## src/rtl/clock_pkg.sv

```systemverilog
// ---------------------------------------------------------------------------
// clock_pkg
// Shared types and helpers for the clock time-setting controller.
//   state_t      : controller state (RUN or editing one of the three fields)
//   *_MAX        : last legal BCD value of each field before wrapping to 00
//   FIELD_*      : bit positions of each field inside blink_mask {hour,min,sec}
//   bcd_inc()    : increments one two-digit BCD field with wrap at a limit
// ---------------------------------------------------------------------------
package clock_pkg;

  typedef enum logic [1:0] {
    RUN      = 2'd0,
    SET_HOUR = 2'd1,
    SET_MIN  = 2'd2,
    SET_SEC  = 2'd3
  } state_t;

  localparam logic [7:0] HOUR_MAX = 8'h23;
  localparam logic [7:0] MIN_MAX  = 8'h59;
  localparam logic [7:0] SEC_MAX  = 8'h59;

  localparam int FIELD_HOUR = 2;
  localparam int FIELD_MIN  = 1;
  localparam int FIELD_SEC  = 0;

  // Two-digit BCD increment. Anything at or above the limit wraps to 00, so
  // a corrupt value captured from the core still lands back in range.
  function automatic logic [7:0] bcd_inc(input logic [7:0] val,
                                         input logic [7:0] max);
    logic [7:0] res;
    if (val >= max) begin
      res = 8'h00;
    end else if (val[3:0] >= 4'd9) begin
      res = {val[7:4] + 4'd1, 4'd0};
    end else begin
      res = {val[7:4], val[3:0] + 4'd1};
    end
    return res;
  endfunction

endpackage

```

## src/rtl/key_debounce.sv

```systemverilog
// ---------------------------------------------------------------------------
// key_debounce
// Synchronises one raw push-button, debounces it and emits a one-cycle pulse
// on each accepted press (debounced rising edge). Releases produce no pulse.
//   clk   : system clock
//   rst   : asynchronous active-high reset (debounced level idles low)
//   key   : raw button, active-high, asynchronous to clk
//   press : one-cycle pulse when the debounced level goes 0 -> 1
// ---------------------------------------------------------------------------
module key_debounce #(
  parameter int DB_CYC = 10
) (
  input  logic clk,
  input  logic rst,
  input  logic key,
  output logic press
);

  localparam int CW = (DB_CYC > 1) ? $clog2(DB_CYC) : 1;
  localparam logic [CW-1:0] CNT_LAST = CW'(DB_CYC - 1);

  logic [1:0]    sync_reg;
  logic          level_reg;
  logic [CW-1:0] cnt_reg;
  logic          press_reg;

  always_ff @(posedge clk or posedge rst) begin
    if (rst) begin
      sync_reg  <= 2'b00;
      level_reg <= 1'b0;
      cnt_reg   <= '0;
      press_reg <= 1'b0;
    end else begin
      sync_reg  <= {sync_reg[0], key};
      press_reg <= 1'b0;
      // Count consecutive cycles where the synced input disagrees with the
      // accepted level; any agreement (a bounce) clears the count.
      if (sync_reg[1] != level_reg) begin
        if (cnt_reg == CNT_LAST) begin
          level_reg <= sync_reg[1];
          cnt_reg   <= '0;
          press_reg <= sync_reg[1];
        end else begin
          cnt_reg <= cnt_reg + 1'b1;
        end
      end else begin
        cnt_reg <= '0;
      end
    end
  end

  assign press = press_reg;

endmodule

```

## src/rtl/clock_time_set.sv

```systemverilog
// ---------------------------------------------------------------------------
// clock_time_set
// Time-setting front end for the clock core. The mode key walks through
// RUN -> SET_HOUR -> SET_MIN -> SET_SEC -> RUN; the inc key bumps the field
// under edit. Leaving SET_SEC fires a one-cycle load with the edited time.
//   clk        : system clock (shared with the clock core)
//   rst        : asynchronous active-high reset
//   key_mode   : raw mode button
//   key_inc    : raw increment button
//   cur_time   : live BCD time {HH,MM,SS} from the core, captured on entry
//   set_time   : edited BCD time, registered copy of the edit register
//   load       : one-cycle pulse, core copies set_time
//   editing    : high in any SET state, pauses the core
//   blink_mask : {hour,min,sec}, 1 blanks that field for this blink phase
// ---------------------------------------------------------------------------
module clock_time_set
  import clock_pkg::*;
#(
  parameter int CLK_FREQ    = 25_000_000,
  parameter int DEBOUNCE_MS = 20,
  parameter int BLINK_HZ    = 2
) (
  input  logic        clk,
  input  logic        rst,
  input  logic        key_mode,
  input  logic        key_inc,
  input  logic [23:0] cur_time,
  output logic [23:0] set_time,
  output logic        load,
  output logic        editing,
  output logic [2:0]  blink_mask
);

  localparam int DB_CYC = CLK_FREQ / 1000 * DEBOUNCE_MS;
  localparam int HP     = CLK_FREQ / (2 * BLINK_HZ);
  localparam int BW     = (HP > 1) ? $clog2(HP) : 1;
  localparam logic [BW-1:0] HP_LAST = BW'(HP - 1);

  // Bit 0 = mode, bit 1 = inc.
  logic [1:0] key_raw;
  logic [1:0] key_press;
  logic       mode_evt;
  logic       inc_evt;

  assign key_raw = {key_inc, key_mode};

  generate
    for (genvar gi = 0; gi < 2; gi++) begin : g_key
      key_debounce #(
        .DB_CYC(DB_CYC)
      ) u_debounce (
        .clk  (clk),
        .rst  (rst),
        .key  (key_raw[gi]),
        .press(key_press[gi])
      );
    end
  endgenerate

  assign mode_evt = key_press[0];
  assign inc_evt  = key_press[1];

  state_t        state_reg, state_next;
  logic [23:0]   edit_reg, edit_next;
  logic [23:0]   set_time_reg;
  logic          load_reg, load_next;
  logic          editing_reg;
  logic [2:0]    mask_reg, mask_next;
  logic [BW-1:0] blink_cnt_reg, blink_cnt_next;
  logic          phase_reg, phase_next;
  logic          inc_hit;
  logic          blink_restart;

  // Mode is checked first in every state, so a simultaneous inc is dropped.
  always_comb begin
    state_next = state_reg;
    edit_next  = edit_reg;
    load_next  = 1'b0;
    inc_hit    = 1'b0;
    case (state_reg)
      RUN: begin
        if (mode_evt) begin
          edit_next  = cur_time;
          state_next = SET_HOUR;
        end
      end
      SET_HOUR: begin
        if (mode_evt) begin
          state_next = SET_MIN;
        end else if (inc_evt) begin
          edit_next[23:16] = bcd_inc(edit_reg[23:16], HOUR_MAX);
          inc_hit          = 1'b1;
        end
      end
      SET_MIN: begin
        if (mode_evt) begin
          state_next = SET_SEC;
        end else if (inc_evt) begin
          edit_next[15:8] = bcd_inc(edit_reg[15:8], MIN_MAX);
          inc_hit         = 1'b1;
        end
      end
      SET_SEC: begin
        if (mode_evt) begin
          state_next = RUN;
          load_next  = 1'b1;
        end else if (inc_evt) begin
          edit_next[7:0] = bcd_inc(edit_reg[7:0], SEC_MAX);
          inc_hit        = 1'b1;
        end
      end
      default: state_next = RUN;
    endcase
  end

  // Blink restarts from the visible phase on any state change or edit so the
  // user sees the newly selected field or value immediately.
  assign blink_restart = (state_next != state_reg) || inc_hit;

  always_comb begin
    blink_cnt_next = '0;
    phase_next     = 1'b0;
    if ((state_next != RUN) && !blink_restart) begin
      if (blink_cnt_reg == HP_LAST) begin
        phase_next = ~phase_reg;
      end else begin
        blink_cnt_next = blink_cnt_reg + 1'b1;
        phase_next     = phase_reg;
      end
    end
  end

  always_comb begin
    mask_next = 3'b000;
    case (state_next)
      SET_HOUR: mask_next[FIELD_HOUR] = phase_next;
      SET_MIN:  mask_next[FIELD_MIN]  = phase_next;
      SET_SEC:  mask_next[FIELD_SEC]  = phase_next;
      default:  mask_next = 3'b000;
    endcase
  end

  always_ff @(posedge clk or posedge rst) begin
    if (rst) begin
      state_reg     <= RUN;
      edit_reg      <= 24'h000000;
      set_time_reg  <= 24'h000000;
      load_reg      <= 1'b0;
      editing_reg   <= 1'b0;
      mask_reg      <= 3'b000;
      blink_cnt_reg <= '0;
      phase_reg     <= 1'b0;
    end else begin
      state_reg     <= state_next;
      edit_reg      <= edit_next;
      set_time_reg  <= edit_next;
      load_reg      <= load_next;
      editing_reg   <= (state_next != RUN);
      mask_reg      <= mask_next;
      blink_cnt_reg <= blink_cnt_next;
      phase_reg     <= phase_next;
    end
  end

  assign set_time   = set_time_reg;
  assign load       = load_reg;
  assign editing    = editing_reg;
  assign blink_mask = mask_reg;

endmodule

```

## config.mk

```make
export PLATFORM = sky130hd
export DESIGN_NAME = clock_time_set
export DESIGN_NICKNAME = d
export VERILOG_FILES = /design/src/rtl/clock_pkg.sv /design/src/rtl/key_debounce.sv /design/src/rtl/clock_time_set.sv
export SDC_FILE = /design/constraint.sdc
export NUM_CORES = 1
export LEC_CHECK = 0
export CAP_MARGIN = 5
export CORE_MARGIN = 3
export CORE_UTILIZATION = 43
export DETAILED_ROUTE_END_ITERATION = 12
export SLEW_MARGIN = 20
export SYNTH_ARGS = -nofsm -noshare
export SYNTH_HDL_FRONTEND = slang
export SYNTH_SLANG_ARGS = --single-unit
```

## constraint.sdc

```tcl
create_clock -name clk -period 6.5 [get_ports clk]
set_input_delay 0.975 -clock clk [delete_from_list [all_inputs] [get_ports clk]]
set_output_delay 0.975 -clock clk [all_outputs]
set_load 0.05 [all_outputs]
```

## Word-level counts from Yosys, hierarchy flattened

Index checks and enable logic that the tools add are counted.

| word-level totals | value |
|---|---|
| flip-flop bits (word level) | 101 |
| input port bits | 28 |
| logic and storage cells | 116 |

| cells by class | value |
|---|---|
| add/subtract/negate cells | 9 |
| order comparisons | 6 |
| equal/unequal tests | 22 |
| muxes and demuxes | 41 |
| bitwise logic cells | 1 |
| reduce and logical (&&, ||, !) cells | 17 |

Operators with widths:

| cell | count |
|---|---|
| 8-bit 2-to-1 mux | 12 |
| 19-bit 2-to-1 mux | 4 |
| 8-bit case mux with 2 select lines | 3 |
| 23-bit 2-to-1 mux | 2 |
| 19-bit by 1-bit adder with 19-bit output (second input constant) | 2 |
| 19-bit equality test (second input constant) | 2 |
| 4-bit by 1-bit adder with 4-bit output (second input constant) | 6 |
| 24-bit 2-to-1 mux | 1 |
| 23-bit by 1-bit adder with 23-bit output (second input constant) | 1 |
| 23-bit equality test (second input constant) | 1 |
| 8-bit by 7-bit >= comparator with 1-bit output (second input constant) | 2 |
| 5-bit AND reduction | 3 |
| 1-bit 2-to-1 mux | 14 |
| 4-bit >= comparator (second input constant) | 3 |
| 4-bit AND reduction | 3 |
| 3-bit != test (second input constant) | 3 |
| 2-bit equality test (second input constant) | 4 |
| 8-bit by 6-bit >= comparator with 1-bit output (second input constant) | 1 |
| 2-bit 2-to-1 mux | 4 |
| 2-bit by 1-bit != test with 1-bit output (second input constant) | 4 |
| 2-bit case mux with 4 select lines | 1 |
| 2-bit nonzero test | 4 |
| 2-bit != test (second input constant) | 3 |
| 2-bit by 1-bit equality test with 1-bit output (second input constant) | 2 |
| 9 further kinds | 11 |

## Longest topological paths before layout

| logic depth | value |
|---|---|
| depth in word-level cells | 8 |
| mapped depth | 7 |
| gate-level depth less buffers | 6 |

## Cells and area by module

From an unflattened synthesis, not the netlist that was laid out.

| unflattened totals | value |
|---|---|
| cell total of the unflattened synthesis | 550 |
| area, all modules | 5482.8 um^2 |

Modules (own cells, without submodules):

| module | instances | cells an instance | area an instance (um^2) |
|---|---|---|---|
| clock_time_set | 1 | 334 | 3175.5 |
| key_debounce | 2 | 108 | 1153.6 |

## Least setup slack after synthesis

OpenSTA, ideal clock, no wires.

| timing path | value |
|---|---|
| kind | register -> register |
| start point | reg, netlist name set_time[1] |
| end point | reg set_time_reg[4], in the netlist set_time[4] |
| setup time | 0.125 ns |
| data arrival time | 2.221 ns |
| data required time | 6.375 ns |
| path slack | 4.155 ns |
| cell stages (with the launch flop) | 7 |
| cell sequence | dfrtp_1 > inv_1 > ha_1 > or3b_2 > a221oi_2 > nor2_1 > mux2_2 |

RTL lines:

| what | RTL line | text |
|---|---|---|
| to (signal assigned) | clock_time_set.sv:156 | `set_time_reg <= edit_next;` |
| to (decl) | clock_time_set.sv:65 | `logic [23:0] set_time_reg;` |

## Worst setup path after layout

| timing path | value |
|---|---|
| start point | reg set_time_reg[8], in the netlist set_time[8] |
| end point | out set_time[8] |

RTL lines:

| what | RTL line | text |
|---|---|---|
| to (decl) | clock_time_set.sv:28 | `output logic [23:0] set_time,` |

No word-level cell between the ends.

==> impl_results.md <==
* Commonest cells post-synth: dfrtp_1 (101), nor2_1 (49), nand2_1 (40)
* Critical path's largest stage delay at 0.85 ns
* Top cells by area, synth: dfrtp_1 (48%), ha_1 (4.3%), xor2_1 (4.0%), nor2_1 (3.5%), a21oi_1 (3.1%)
* Worst setup EP type: output pin
* Vias in the first global route at 4046
* Htree depth at 3
* Worst-Skew Late Latency at roughly 0.34 ns
* Multi-input combinational cell area at 0.002574 mm2
* TritonCTS clock tree: yes
* Via/cell ratio at 5.581
* Mapped Cells at 540
* Bufs and invs on worst path at 1
* Switching power at 0.2416 mW
* Hold_buf cts at 0
* Pwr Total at 1.184 mW
* Final cell count without fillers at 740
* Critical Path AT at 1.67 ns
* Gate power share at 3.8%
* Layout area overhead at 18.51%
* First-pass GRT wire length at 18610 um
* Final Hold Viols at 0
* Critical-path top delay cell: clkdlybuf4s50_1
* Post-synth top area share at a little under half
* Worst-margin pin slew at 0.7735 ns
* Worst VDD drop at approximately 0.17 mV
* Register area share after synthesis at 47.92%
* CTS clk-pin slew, worst paths at approximately 0.06 ns
* Max reg flops at 38
* Filler cells at roughly 1100
* # resized after CTS at 0
* Die width at 116.7 um
* All-Layer GR Usage at approximately 17%
* Synth area leader: dfrtp_1
* Syn_nets at ~590
* Post-CTS setup buffer count at 0
* Clock sinks at between 100 and 150
* Min-Delay Path Class: reg2reg
* Max Transition Viols Final at 0
* CTS Buffer Depth at 2
* Starting Density at between 40 and 50%
* Max Clk Rate at 378.6 MHz
* EDFF count, synth at 0
* Synth Register Bits at 101
* Lkg Pwr at 2.586 nW
* DRT antenna net count at 0
* Yosys cell types at 60
* Final period util at roughly two fifths
* Grt ovf at 0
* Site Rows at 39
* Max FO, Critical Path at 7
* Sequential Power Share at 53.8%
* Most common cell in the synthesized netlist: dfrtp_1
* Min cycle time layout at 2.641 ns
* Mean post-synth cell area at ~9.8 um2
* Wirelength per Cell at 14.58 um
* PD cells at 189.4 mW/mm2
* Diode count at 0
* Core footprint at approximately 0.012 mm2
* RSZ-0062 raised after global routing: false
* Final nets at 639
* Final weighted congestion in routability-driven placement at roughly 0.86
* Final design utilization at 53.37%
* CP Class: reg2out
* Drt drc at 0
* CP delay by family, top: buffers and inverters
* Root Buffer: clkbuf_16
* Mapped cell area at roughly 0.0053 mm2
* Clock network power share at about 42%
* Synth async-reset ratio at between 90% and 100%
* Status: finished clean
* Initial DRC count at between 200 and 300
* Die Y at between 100 and 150 um
* Final setup vio count at 0
* Worst Hold Slack at 0.3492 ns
* Pint at 0.9423 mW
* Total of max-cap violations at 0
* Most common flop cell mapped by yosys: dfrtp_1
* Die ar. at 0.01363 mm2
* DR vias at 4130
* Slew margin rel. at 48.13%
* Detailed Routing Iterations Pass 1 at 4
* Largest net degree at the start of global routing at roughly 80
* Startpoint Class: flop
* DP HPWL at ~7600 um
* Sw Ratio at between 20% and 30%
* # port buffers at 56
* Clock buffer count from CTS at 9
* Share of cells above drive strength 1 at 5.863%
* Critical Path RT at approximately 5.5 ns
* Setup tns final at 0 ns
* YS warnings at 0
* Clock Skew at 0.006737 ns
* I/O Pins at 57
* Initial antenna violation count at 0
* Critical-path cell list: clkdlybuf4s50_1
* Placed Cells at 725
* WL final at 10790 um
* Sequential cell area at 0.002527 mm2
[worst paths after layout]
kind | from | to | slack (ns) | cells past startpoint
min | g_key[1].u_debounce.sync_reg[0] | g_key[1].u_debounce.sync_reg[1] | 0.35 | 0
max | set_time[8] | set_time[8] | 3.86 | 1
max in group asynchronous | rst | set_time[7] | 4.56 | 3
min reg2reg | g_key[1].u_debounce.sync_reg[0] | g_key[1].u_debounce.sync_reg[1] | 0.35 | 0
max reg2reg | state_reg[1] | set_time[12] | 4.24 | 4
min in group asynchronous | rst | blink_mask[0] | 0.93 | 2
[per-stage QoR]
stage	instance area [um2]	worst slack, ns
floorplan	5274	2.878
global placement	5967	3.852
detailed placement	5967	3.833
CTS	6246	3.848
global route	6250	3.809
finish	6250	3.859
[cell usage in the layout, fill, tap and decap left out, types with 18 or more instances in the layout]
cell type        Yosys  layout
a21oi_1             33      33
clkdlybuf4s50_1      0      56
inv_1               27      26
dfrtp_1            101     101
o21ai_0             31      31
ha_1                18      18
nand3_1             23      23
xor2_1              24      24
nand2_1             40      40
nor2_1              49      49
[final cells by class]
class | count | share of cell area (%)
Inverter | 27 | 1.662
Timing Repair Buffer | 59 | 9.389
Clock buffer | 14 | 4.384
Tap cell | 143 | 2.863
Sequential cell | 101 | 40.44
Clock inverter | 1 | 0.08008
Multi-Input combinational cell | 395 | 41.18
[cells by family (layout without fill, tap and decap cells)]
kind of cell | Yosys count | in the layout | share of synthesized area [%]
simple gates | 220 | 220 | 23.01
fa+ha+maj | 18 | 18 | 4.271
buf+inv | 44 | 101 | 3.274
xor+xnor | 37 | 37 | 6.145
mux | 6 | 6 | 1.257
flops | 101 | 101 | 47.92
compound gates | 114 | 114 | 14.12
[per-layer routing]
metal | global-route usage [%] | wire, um | share of wire, %
met1 | 22.01 | 5032 | 47
met2 | 27.53 | 5076 | 47
met5 | 0 | 0 | 0
met4 | 4.969 | 127 | 1.2
met3 | 3.472 | 552 | 5.1
[power groups by stage]
stage / Clock [mW] / Combinational [mW] / Sequential [mW]
finish: 0.502 / 0.0447 / 0.637
floorplan: 0 / 0.0228 / 0.648
detailed placement: 0 / 0.0460 / 0.648
global route: 0.547 / 0.0512 / 0.637
CTS: 0.517 / 0.0463 / 0.637
global placement: 0 / 0.0453 / 0.648
No activity file was read; power rests on OpenSTA's default activity.
